==> config.mk <==
export PLATFORM = sky130hd
export DESIGN_NAME = miner_job_controller
export DESIGN_NICKNAME = d
export VERILOG_FILES = /design/src/rtl/miner_job_controller_pkg.sv /design/src/rtl/miner_job_controller_tx.sv /design/src/rtl/miner_job_controller.sv
export SDC_FILE = /design/constraint.sdc
export NUM_CORES = 1
export LEC_CHECK = 0
export ABC_CLOCK_PERIOD_IN_PS = 4500
export CORE_AREA = 2 2 344 346
export CTS_BUF_LIST = sky130_fd_sc_hd__clkbuf_16
export DETAILED_ROUTE_END_ITERATION = 16
export DIE_AREA = 0 0 346 348
export PLACE_DENSITY_LB_ADDON = 0.15
export SLEW_MARGIN = 20
export SYNTH_ARGS = -nofsm -noshare
export SYNTH_HDL_FRONTEND = slang
export SYNTH_SLANG_ARGS = --single-unit
export TNS_END_PERCENT = 30
==> constraint.sdc <==
create_clock -name hash_clk -period 4.5 [get_ports hash_clk]
set_clock_uncertainty 0.15 [all_clocks]
set_input_delay 0.9 -clock hash_clk [delete_from_list [all_inputs] [get_ports hash_clk]]
set_output_delay 0.9 -clock hash_clk [all_outputs]
set_load 0.02 [all_outputs]
==> src/rtl/miner_job_controller_pkg.sv <==
// Shared constants and types for the miner job controller.
// Status codes, frame layout and FSM states.
package miner_job_controller_pkg;

    localparam logic [7:0] ST_EXHAUSTED = 8'h00;
    localparam logic [7:0] ST_FOUND     = 8'h01;
    localparam logic [7:0] ST_ABORTED   = 8'h02;
    localparam logic [7:0] ST_REJECTED  = 8'h03;

    localparam logic [7:0] SYNC_BYTE_DEF = 8'hA5;
    localparam int unsigned FRAME_LEN    = 7;

    typedef enum logic [1:0] {
        S_IDLE   = 2'd0,
        S_START  = 2'd1,
        S_RUN    = 2'd2,
        S_REPORT = 2'd3
    } state_e;

endpackage

==> src/rtl/miner_job_controller_tx.sv <==
// Result frame serializer: SYNC, id, status, nonce MSB..LSB.
// Streams the frame over a valid/ready byte interface.
module result_frame_tx
    import miner_job_controller_pkg::*;
#(
    parameter logic [7:0] SYNC_BYTE = SYNC_BYTE_DEF
) (
    input  logic        hash_clk,
    input  logic        reset_n,
    input  logic        load,
    input  logic [7:0]  id,
    input  logic [7:0]  status,
    input  logic [31:0] nonce,
    input  logic        tx_ready,
    output logic        tx_valid,
    output logic [7:0]  tx_data,
    output logic        done
);

    logic [2:0]  idx_q;
    logic [7:0]  id_q;
    logic [7:0]  status_q;
    logic [31:0] nonce_q;
    logic [7:0]  byte_sel;

    assign done = tx_valid && tx_ready && (idx_q == 3'(FRAME_LEN - 1));

    always_comb begin
        byte_sel = 8'h00;
        unique case (idx_q)
            3'd0:    byte_sel = SYNC_BYTE;
            3'd1:    byte_sel = id_q;
            3'd2:    byte_sel = status_q;
            3'd3:    byte_sel = nonce_q[31:24];
            3'd4:    byte_sel = nonce_q[23:16];
            3'd5:    byte_sel = nonce_q[15:8];
            3'd6:    byte_sel = nonce_q[7:0];
            default: byte_sel = 8'h00;
        endcase
    end

    // Keep the bus quiet whenever no byte is being offered.
    assign tx_data = tx_valid ? byte_sel : 8'h00;

    always_ff @(posedge hash_clk or negedge reset_n) begin
        if (!reset_n) begin
            idx_q    <= '0;
            id_q     <= '0;
            status_q <= '0;
            nonce_q  <= '0;
            tx_valid <= 1'b0;
        end else if (load) begin
            idx_q    <= '0;
            id_q     <= id;
            status_q <= status;
            nonce_q  <= nonce;
            tx_valid <= 1'b1;
        end else if (tx_valid && tx_ready) begin
            if (done) begin
                idx_q    <= '0;
                tx_valid <= 1'b0;
            end else begin
                idx_q <= idx_q + 3'd1;
            end
        end
    end

endmodule

==> src/rtl/miner_job_controller.sv <==
// Host-side job controller for the hashing core.
// Launches one job, waits for result/abort/exhaustion, reports a frame.
module miner_job_controller
    import miner_job_controller_pkg::*;
#(
    parameter int unsigned LOOP_LOG2    = 5,
    parameter int unsigned START_CYCLES = 2,
    parameter int unsigned DRAIN_CYCLES = 160,
    parameter logic [7:0]  SYNC_BYTE    = SYNC_BYTE_DEF
) (
    input  logic         hash_clk,
    input  logic         reset_n,
    input  logic         job_valid,
    output logic         job_ready,
    input  logic [7:0]   job_id,
    input  logic [255:0] job_midstate,
    input  logic [95:0]  job_data,
    input  logic [31:0]  job_nonce_min,
    input  logic [31:0]  job_nonce_max,
    input  logic         abort,
    output logic [255:0] midstate,
    output logic [95:0]  work_data,
    output logic [31:0]  nonce_min,
    output logic [31:0]  nonce_max,
    output logic         miner_reset,
    input  logic [31:0]  golden_nonce,
    input  logic         new_golden_nonce,
    output logic         tx_valid,
    input  logic         tx_ready,
    output logic [7:0]   tx_data,
    output logic         busy
);

    localparam int unsigned CW = 33 + LOOP_LOG2;
    localparam int unsigned SW = (START_CYCLES > 1) ? $clog2(START_CYCLES) : 1;

    state_e        state_q, state_d;
    logic [CW-1:0] budget_q;
    logic [CW-1:0] budget_init;
    logic [SW-1:0] start_cnt_q;
    logic [7:0]    id_q;
    logic          accept;
    logic          load;
    logic [7:0]    ld_id;
    logic [7:0]    ld_status;
    logic [31:0]   ld_nonce;
    logic          frame_done;
    logic          range_ok;

    assign accept   = job_valid && job_ready;
    assign range_ok = job_nonce_max >= job_nonce_min;
    assign busy     = state_q != S_IDLE;

    // Every nonce costs 2^LOOP_LOG2 cycles, plus a pipeline flush margin.
    assign budget_init =
        ((CW'(job_nonce_max) - CW'(job_nonce_min) + CW'(1)) << LOOP_LOG2)
        + CW'(DRAIN_CYCLES);

    always_comb begin
        state_d   = state_q;
        load      = 1'b0;
        ld_id     = id_q;
        ld_status = ST_EXHAUSTED;
        ld_nonce  = '0;
        unique case (state_q)
            S_IDLE: begin
                if (accept) begin
                    if (!range_ok) begin
                        state_d   = S_REPORT;
                        load      = 1'b1;
                        ld_id     = job_id;
                        ld_status = ST_REJECTED;
                    end else begin
                        state_d = S_START;
                    end
                end
            end
            S_START: begin
                if (start_cnt_q == '0) state_d = S_RUN;
            end
            S_RUN: begin
                if (new_golden_nonce) begin
                    load      = 1'b1;
                    ld_status = ST_FOUND;
                    ld_nonce  = golden_nonce;
                end else if (abort) begin
                    load      = 1'b1;
                    ld_status = ST_ABORTED;
                end else if (budget_q <= CW'(1)) begin
                    load      = 1'b1;
                    ld_status = ST_EXHAUSTED;
                    ld_nonce  = nonce_max;
                end
                if (load) state_d = S_REPORT;
            end
            S_REPORT: begin
                if (frame_done) state_d = S_IDLE;
            end
            default: state_d = S_IDLE;
        endcase
    end

    always_ff @(posedge hash_clk or negedge reset_n) begin
        if (!reset_n) begin
            state_q     <= S_IDLE;
            job_ready   <= 1'b0;
            budget_q    <= '0;
            start_cnt_q <= '0;
            id_q        <= '0;
            midstate    <= '0;
            work_data   <= '0;
            nonce_min   <= '0;
            nonce_max   <= '0;
            miner_reset <= 1'b0;
        end else begin
            state_q   <= state_d;
            job_ready <= state_d == S_IDLE;
            if (accept) begin
                id_q        <= job_id;
                midstate    <= job_midstate;
                work_data   <= job_data;
                nonce_min   <= job_nonce_min;
                nonce_max   <= job_nonce_max;
                budget_q    <= budget_init;
                start_cnt_q <= SW'(START_CYCLES - 1);
                miner_reset <= range_ok;
            end
            if (state_q == S_START) begin
                if (start_cnt_q == '0) miner_reset <= 1'b0;
                else start_cnt_q <= start_cnt_q - SW'(1);
            end
            if (state_q == S_RUN) budget_q <= budget_q - CW'(1);
        end
    end

    result_frame_tx #(
        .SYNC_BYTE (SYNC_BYTE)
    ) u_tx (
        .hash_clk (hash_clk),
        .reset_n  (reset_n),
        .load     (load),
        .id       (ld_id),
        .status   (ld_status),
        .nonce    (ld_nonce),
        .tx_ready (tx_ready),
        .tx_valid (tx_valid),
        .tx_data  (tx_data),
        .done     (frame_done)
    );

endmodule

Word level (Yosys, flattened, before mapping)
Cells that the tools add are included.
{"block": "classes", "mux": 41, "eq_ne": 9, "reduce_logical": 11, "addsub": 6, "order_cmp": 2}
{"op": "32-bit two-way mux", "count": 4}
{"op": "38-bit two-way mux", "count": 2}
{"op": "8-bit case mux with 7 select lines", "count": 1}
{"op": "38-bit by 8-bit adder with 38-bit output (second input constant)", "count": 1}
{"op": "38-bit by 1-bit less-or-equal comparator with 1-bit output (second input constant)", "count": 1}
{"op": "38-bit by 1-bit subtractor with 38-bit output (second input constant)", "count": 1}
{"op": "33-bit by 2-bit adder with 33-bit output (second input constant)", "count": 1}
{"op": "32-bit by 32-bit subtractor with 33-bit output", "count": 1}
{"op": "32-bit greater-or-equal comparator", "count": 1}
{"op": "8-bit two-way mux", "count": 4}
{"op": "2-bit two-way mux", "count": 9}
{"op": "1-bit two-way mux", "count": 15}
{"op": "3-bit == test (second input constant)", "count": 3}
{"op": "3-bit two-way mux", "count": 3}
{"op": "2-bit case mux with 4 select lines", "count": 1}
{"op": "2-bit nonzero test", "count": 4}
{"op": "3-bit by 2-bit == test with 1-bit output (second input constant)", "count": 2}
{"op": "2-bit == test (second input constant)", "count": 2}
{"op": "2-bit logical NOT", "count": 2}
{"op": "2-bit case mux with 2 select lines", "count": 1}
{"op": "3-bit by 1-bit adder with 3-bit output (second input constant)", "count": 1}
{"op": "3-bit by 1-bit == test with 1-bit output (second input constant)", "count": 1}
{"op": "1-bit logical AND", "count": 3}
{"op": "3-bit logical NOT", "count": 1}
{"op": "other kinds (4)", "count": 4}
{"block": "totals", "reg_bits": 519, "wordCells": 84, "out_inout_bits": 428}

Logic depth before layout (Yosys ltp)
{"block": "logic_depth", "word_depth": 8, "ltp_mapped": 17, "depth_no_buf": 16}

By module
Synthesis repeated with hierarchy kept, for this count alone.
{"block": "unflattened", "cells_unflattened": 2796, "area_unflattened_um2": 24815.0}
{"module": "miner_job_controller", "n_inst": 1, "cells_per_inst": 2614, "area_each_um2": 22332.7}
{"module": "result_frame_tx", "n_inst": 1, "cells_per_inst": 182, "area_each_um2": 2482.4}

Worst setup path after synthesis
Ideal clock, no wire load.
{"block": "synth_path", "path_kind": "in2reg", "startpoint": "in job_nonce_min[1]", "endpoint": "reg budget_q[36]", "required_ns": 4.256, "path_buffers": 0, "path_stages": 16, "slack_ns": -0.141, "t_arrival_ns": 4.397, "path_cell_list": "inv_1 ha_1 inv_1 ha_1 fa_1 nand2b_1 a2111oi_4 o2111a_1 or3_4 a2111o_1 a31o_2 nand2b_1 nand4bb_1 nor3_1 xor2_1 a211oi_1"}
{"block": "synth_between", "elab_chain_len": 5}
{"element": "from (decl)", "line_no": "miner_job_controller.sv:18", "rtl": "input logic [31:0] job_nonce_min,"}
{"element": "32-bit by 32-bit subtractor with 33-bit output", "line_no": "miner_job_controller.sv:56", "rtl": "((CW'(job_nonce_max) - CW'(job_nonce_min) + CW'(1)) << LOOP_LOG2)"}
{"element": "33-bit by 2-bit adder with 33-bit output", "line_no": "miner_job_controller.sv:56"}
{"element": "38-bit by 8-bit adder with 38-bit output", "line_no": "miner_job_controller.sv:57", "rtl": "+ CW'(DRAIN_CYCLES);"}
{"element": "38-bit two-way mux", "line_no": "miner_job_controller.sv:118", "rtl": "if (accept) begin"}
{"element": "38-bit two-way mux", "line_no": "miner_job_controller.sv:132", "rtl": "if (state_q == S_RUN) budget_q <= budget_q - CW'(1);"}
{"element": "to (signal assigned)", "line_no": "miner_job_controller.sv:124", "rtl": "budget_q <= budget_init;"}
{"element": "to (signal assigned)", "line_no": "miner_job_controller.sv:132"}
{"element": "to (decl)", "line_no": "miner_job_controller.sv:38", "rtl": "logic [CW-1:0] budget_q;"}
No other way between the ends. The select of a mux whose other input is x is not followed.
A chain may end at the register's enable or synchronous reset.

Final worst setup path
{"block": "layout_path", "startpoint": "in job_nonce_min[10]", "endpoint": "reg budget_q[34]"}
The elaborated chain is that of the path after synthesis.

==> metrics.cfg <==
[drt]
top_layer_used=met5
wl_met1_mm=48.6
wl_met3_mm=7.68
vias=23300
via_per_inst=4.28
wire_per_inst_um=21.3
drc_errors=0
totalWireLength_mm=116
route.met2.wl_mm=56.9
first_pass_iters=5
ant_nets=0
drt_iter0_drc=1390

[sta]
slew_violations=0
finalSetupViolCount=0
fin_crit_sh_pct=97.5
max_freq_mhz=228
fin_crit_ns=4.39
finalHoldViolations=0
max-slew-margin-rel_pct=21.9
worstMarginPinSlew_ns=1.17

[floorplanning]
initial_core_util_pct=20.7
fp.dieH_um=348
dieWidth_um=346
die-area_um2=120000
core_area_um2=117000
pin_count=890
rows=126

[final_layout]
layout-drive-gt1-share_pct=12.1
fin_area_um2=39600
nFillCells=12200
final_util_pct=33.9
mostFrequentLayoutCell=nand2_1
fin_nets=4388
syn_to_final_growth_pct=63.6
final_cell_mix=1,246 x nand2_1, 866 x clkdlybuf4s50_1, 513 x dfrtp_1

[setup_path]
crit_fanout=5
crit_type=primary input to flop
rrSetupSlack_ns=0.86
worstPathRequired_ns=4.89
critPathArrivalTime_ns=4.78
critPathCaptureType=flop
worstSetupStartpointType=primary input

[global_routing]
grt.total_usage_pct=18.7
grt_pass1_wl_mm=167
grt_pass1_vias=23500
grt_overflow=0
grt_max_degree=192
antenna_found_initial=24

[clock_tree]
hold_buffers=0
cts_num_sinks=513
root_buffer=clkbuf_16
cts_tree=done
htreeDepth=3
clk-insertion-delay-late_ns=0.64
cts_buffers=70
clk_pin_slew_ns=0.05
clock_path_buffers=3

[placement]
dpl.hpwl_mm=88.7
portBuffers=889
place.gp.congestion=0.812
post_dp_cell_area_um2=36600

[power]
p_sw_w=0.00956
p_clk_share_pct=23.9
p_seq_share_pct=32.6
combPwrFrac_pct=43.5
p_per_area_nw_per_um2=614
power_w=0.0243
p_leak_nw=18.8
p_sw_share_pct=39.3
ir_worst_vdd_v=0.000279
intPower_w=0.0147

[synthesis]
yosysSeqAreaShare_pct=53.0
synthArstFlopShare_pct=100
syn_area_um2=24200
synthTopCellsByArea=dfrtp_1 53%, nand2_1 19%, ha_1 3.7%
syn_nets=3302
synth.avg_cell_area_um2=8.79
synth_cell_types=90
synth_top_cell_area_share_pct=53.0
synth_warnings=0
ys.flop_type=dfrtp_1
yosys.area.top_type=dfrtp_1
synth-edff-count=0
syn_inst=2753
yosys_register_bits=513

[run_status]
outcome=complete, no violations

[flow_run]
maxCapViolations=0

[worst_hold_path]
hold_path_class=primary input to async pin

==> sequential cells by signal, indices dropped and copies added (netlist names), 8 cells and up <==
signal and cells:
id_q 8, work_data 96, midstate 256, budget_q 38
nonce_max 32, u_tx.id_q 8, nonce_min 32, u_tx.nonce_q 32
==> cell type report <==
| type | instances | area, um2 | share of cell area (%) |
|---|---|---|---|
| antenna | 3 | 7.51 | 0.0190 |
| clock buffer | 70 | 1750 | 4.42 |
| clock inverter | 59 | 624 | 1.58 |
| inverter | 77 | 289 | 0.730 |
| multi-input combinational | 2029 | 11100 | 28.1 |
| sequential | 513 | 12800 | 32.4 |
| tap | 1536 | 1920 | 4.85 |
| timing repair buffer | 1148 | 11000 | 27.9 |
==> metal layers <==
metal | GRT usage [%] | vias up
li1 | - | 11200
met1 | 22.9 | 11200
met2 | 31.9 | 667
met3 | 5.25 | 151
met4 | 4.98 | 22
met5 | 0 | -
==> synth_stat cells (all sizes together) (7+ instances only) <==
cell and instances:
a211oi 17, a21o 17, a21oi 55, a221o 35, a221oi 7, a22o 14, a311oi 10, a31oi 7
and2 11, and3 49, buf 13, clkbuf 121, dfrtp 513, fa 16, ha 71, inv 77
nand2 1247, nand2b 12, nand3 17, nand4 11, nor2 71, nor2b 25, nor3 42, nor3b 7
nor4 17, o211ai 8, o21a 12, o21ai 90, or3 13, xnor2 29, xor2 19
==> critical path, cell delays in order <==
cell and delay [ns]:
clkdlybuf4s50_1 0.42, inv_2 0.08, ha_4 0.14, inv_1 0.06
fa_2 0.66, buf_6 0.13, and4bb_2 0.25, o2111a_1 0.16
buf_4 0.15, nor3_1 0.22, xnor2_1 0.19, and3_4 0.25
and3_4 0.20, or3b_4 0.43, nor4b_4 0.23, xnor2_1 0.11
a211oi_2 0.21
==> power groups by stage <==
stage	sequential [W]	clock (W)	combinational [W]
2_1_floorplan	0.00958	0	0.00278
5_1_grt	0.00819	0.00622	0.0113
3_5_place_dp	0.00797	0	0.0105
3_3_place_gp	0.00795	0	0.0106
4_1_cts	0.00794	0.00603	0.0106
6_report	0.00792	0.00581	0.0106
==> kinds of logic after synthesis <==
family | synth area share [%]
buffers and inverters | 3.33
AND/OR/NAND/NOR | 26.7
adder cells (fa/ha/maj) | 4.99
AO/OA/AOI/OAI | 10.0
flip-flops | 53.0
XOR/XNOR | 1.74
multiplexers | 0.222
==> what timing repair did <==
item                                    CTS  global route
resized for setup                        17           111
cloned                                    0             0
buffers inserted                          1            10
pin swaps                                12            40
endpoints found under the setup margin    8            18
==> per-stage QoR <==
| step | hold slack [ns] | instances | TNS [ns] | worst slack, ns |
|---|---|---|---|---|
| detailed placement | 0.311 | 5292 | -25.67 | -0.842 |
| CTS | 0.152 | 5422 | -0.0546 | -0.0546 |
| finish | 0.138 | 5435 | 0 | 0.113 |
| global placement | 0.307 | 5292 | -28.09 | -0.841 |
| floorplan | 0.291 | 2753 | -0.00838 | -0.00838 |
| global route | 0.177 | 5433 | -0.0171 | -0.0171 |
==> path summary, 6_finish.rpt <==
check,cells past startpoint,from,to
min in group hash_clk,2,work_data[61],work_data[61]
worst max-delay path,17,job_nonce_min[10],budget_q[34]
worst min-delay path,1,reset_n,midstate[231]
worst min register to register,2,work_data[61],work_data[61]
max in group asynchronous,2,reset_n,midstate[81]
worst max register to register,8,budget_q[8],u_tx.nonce_q[25]
Note: power is estimated with default switching activity, not from simulation.
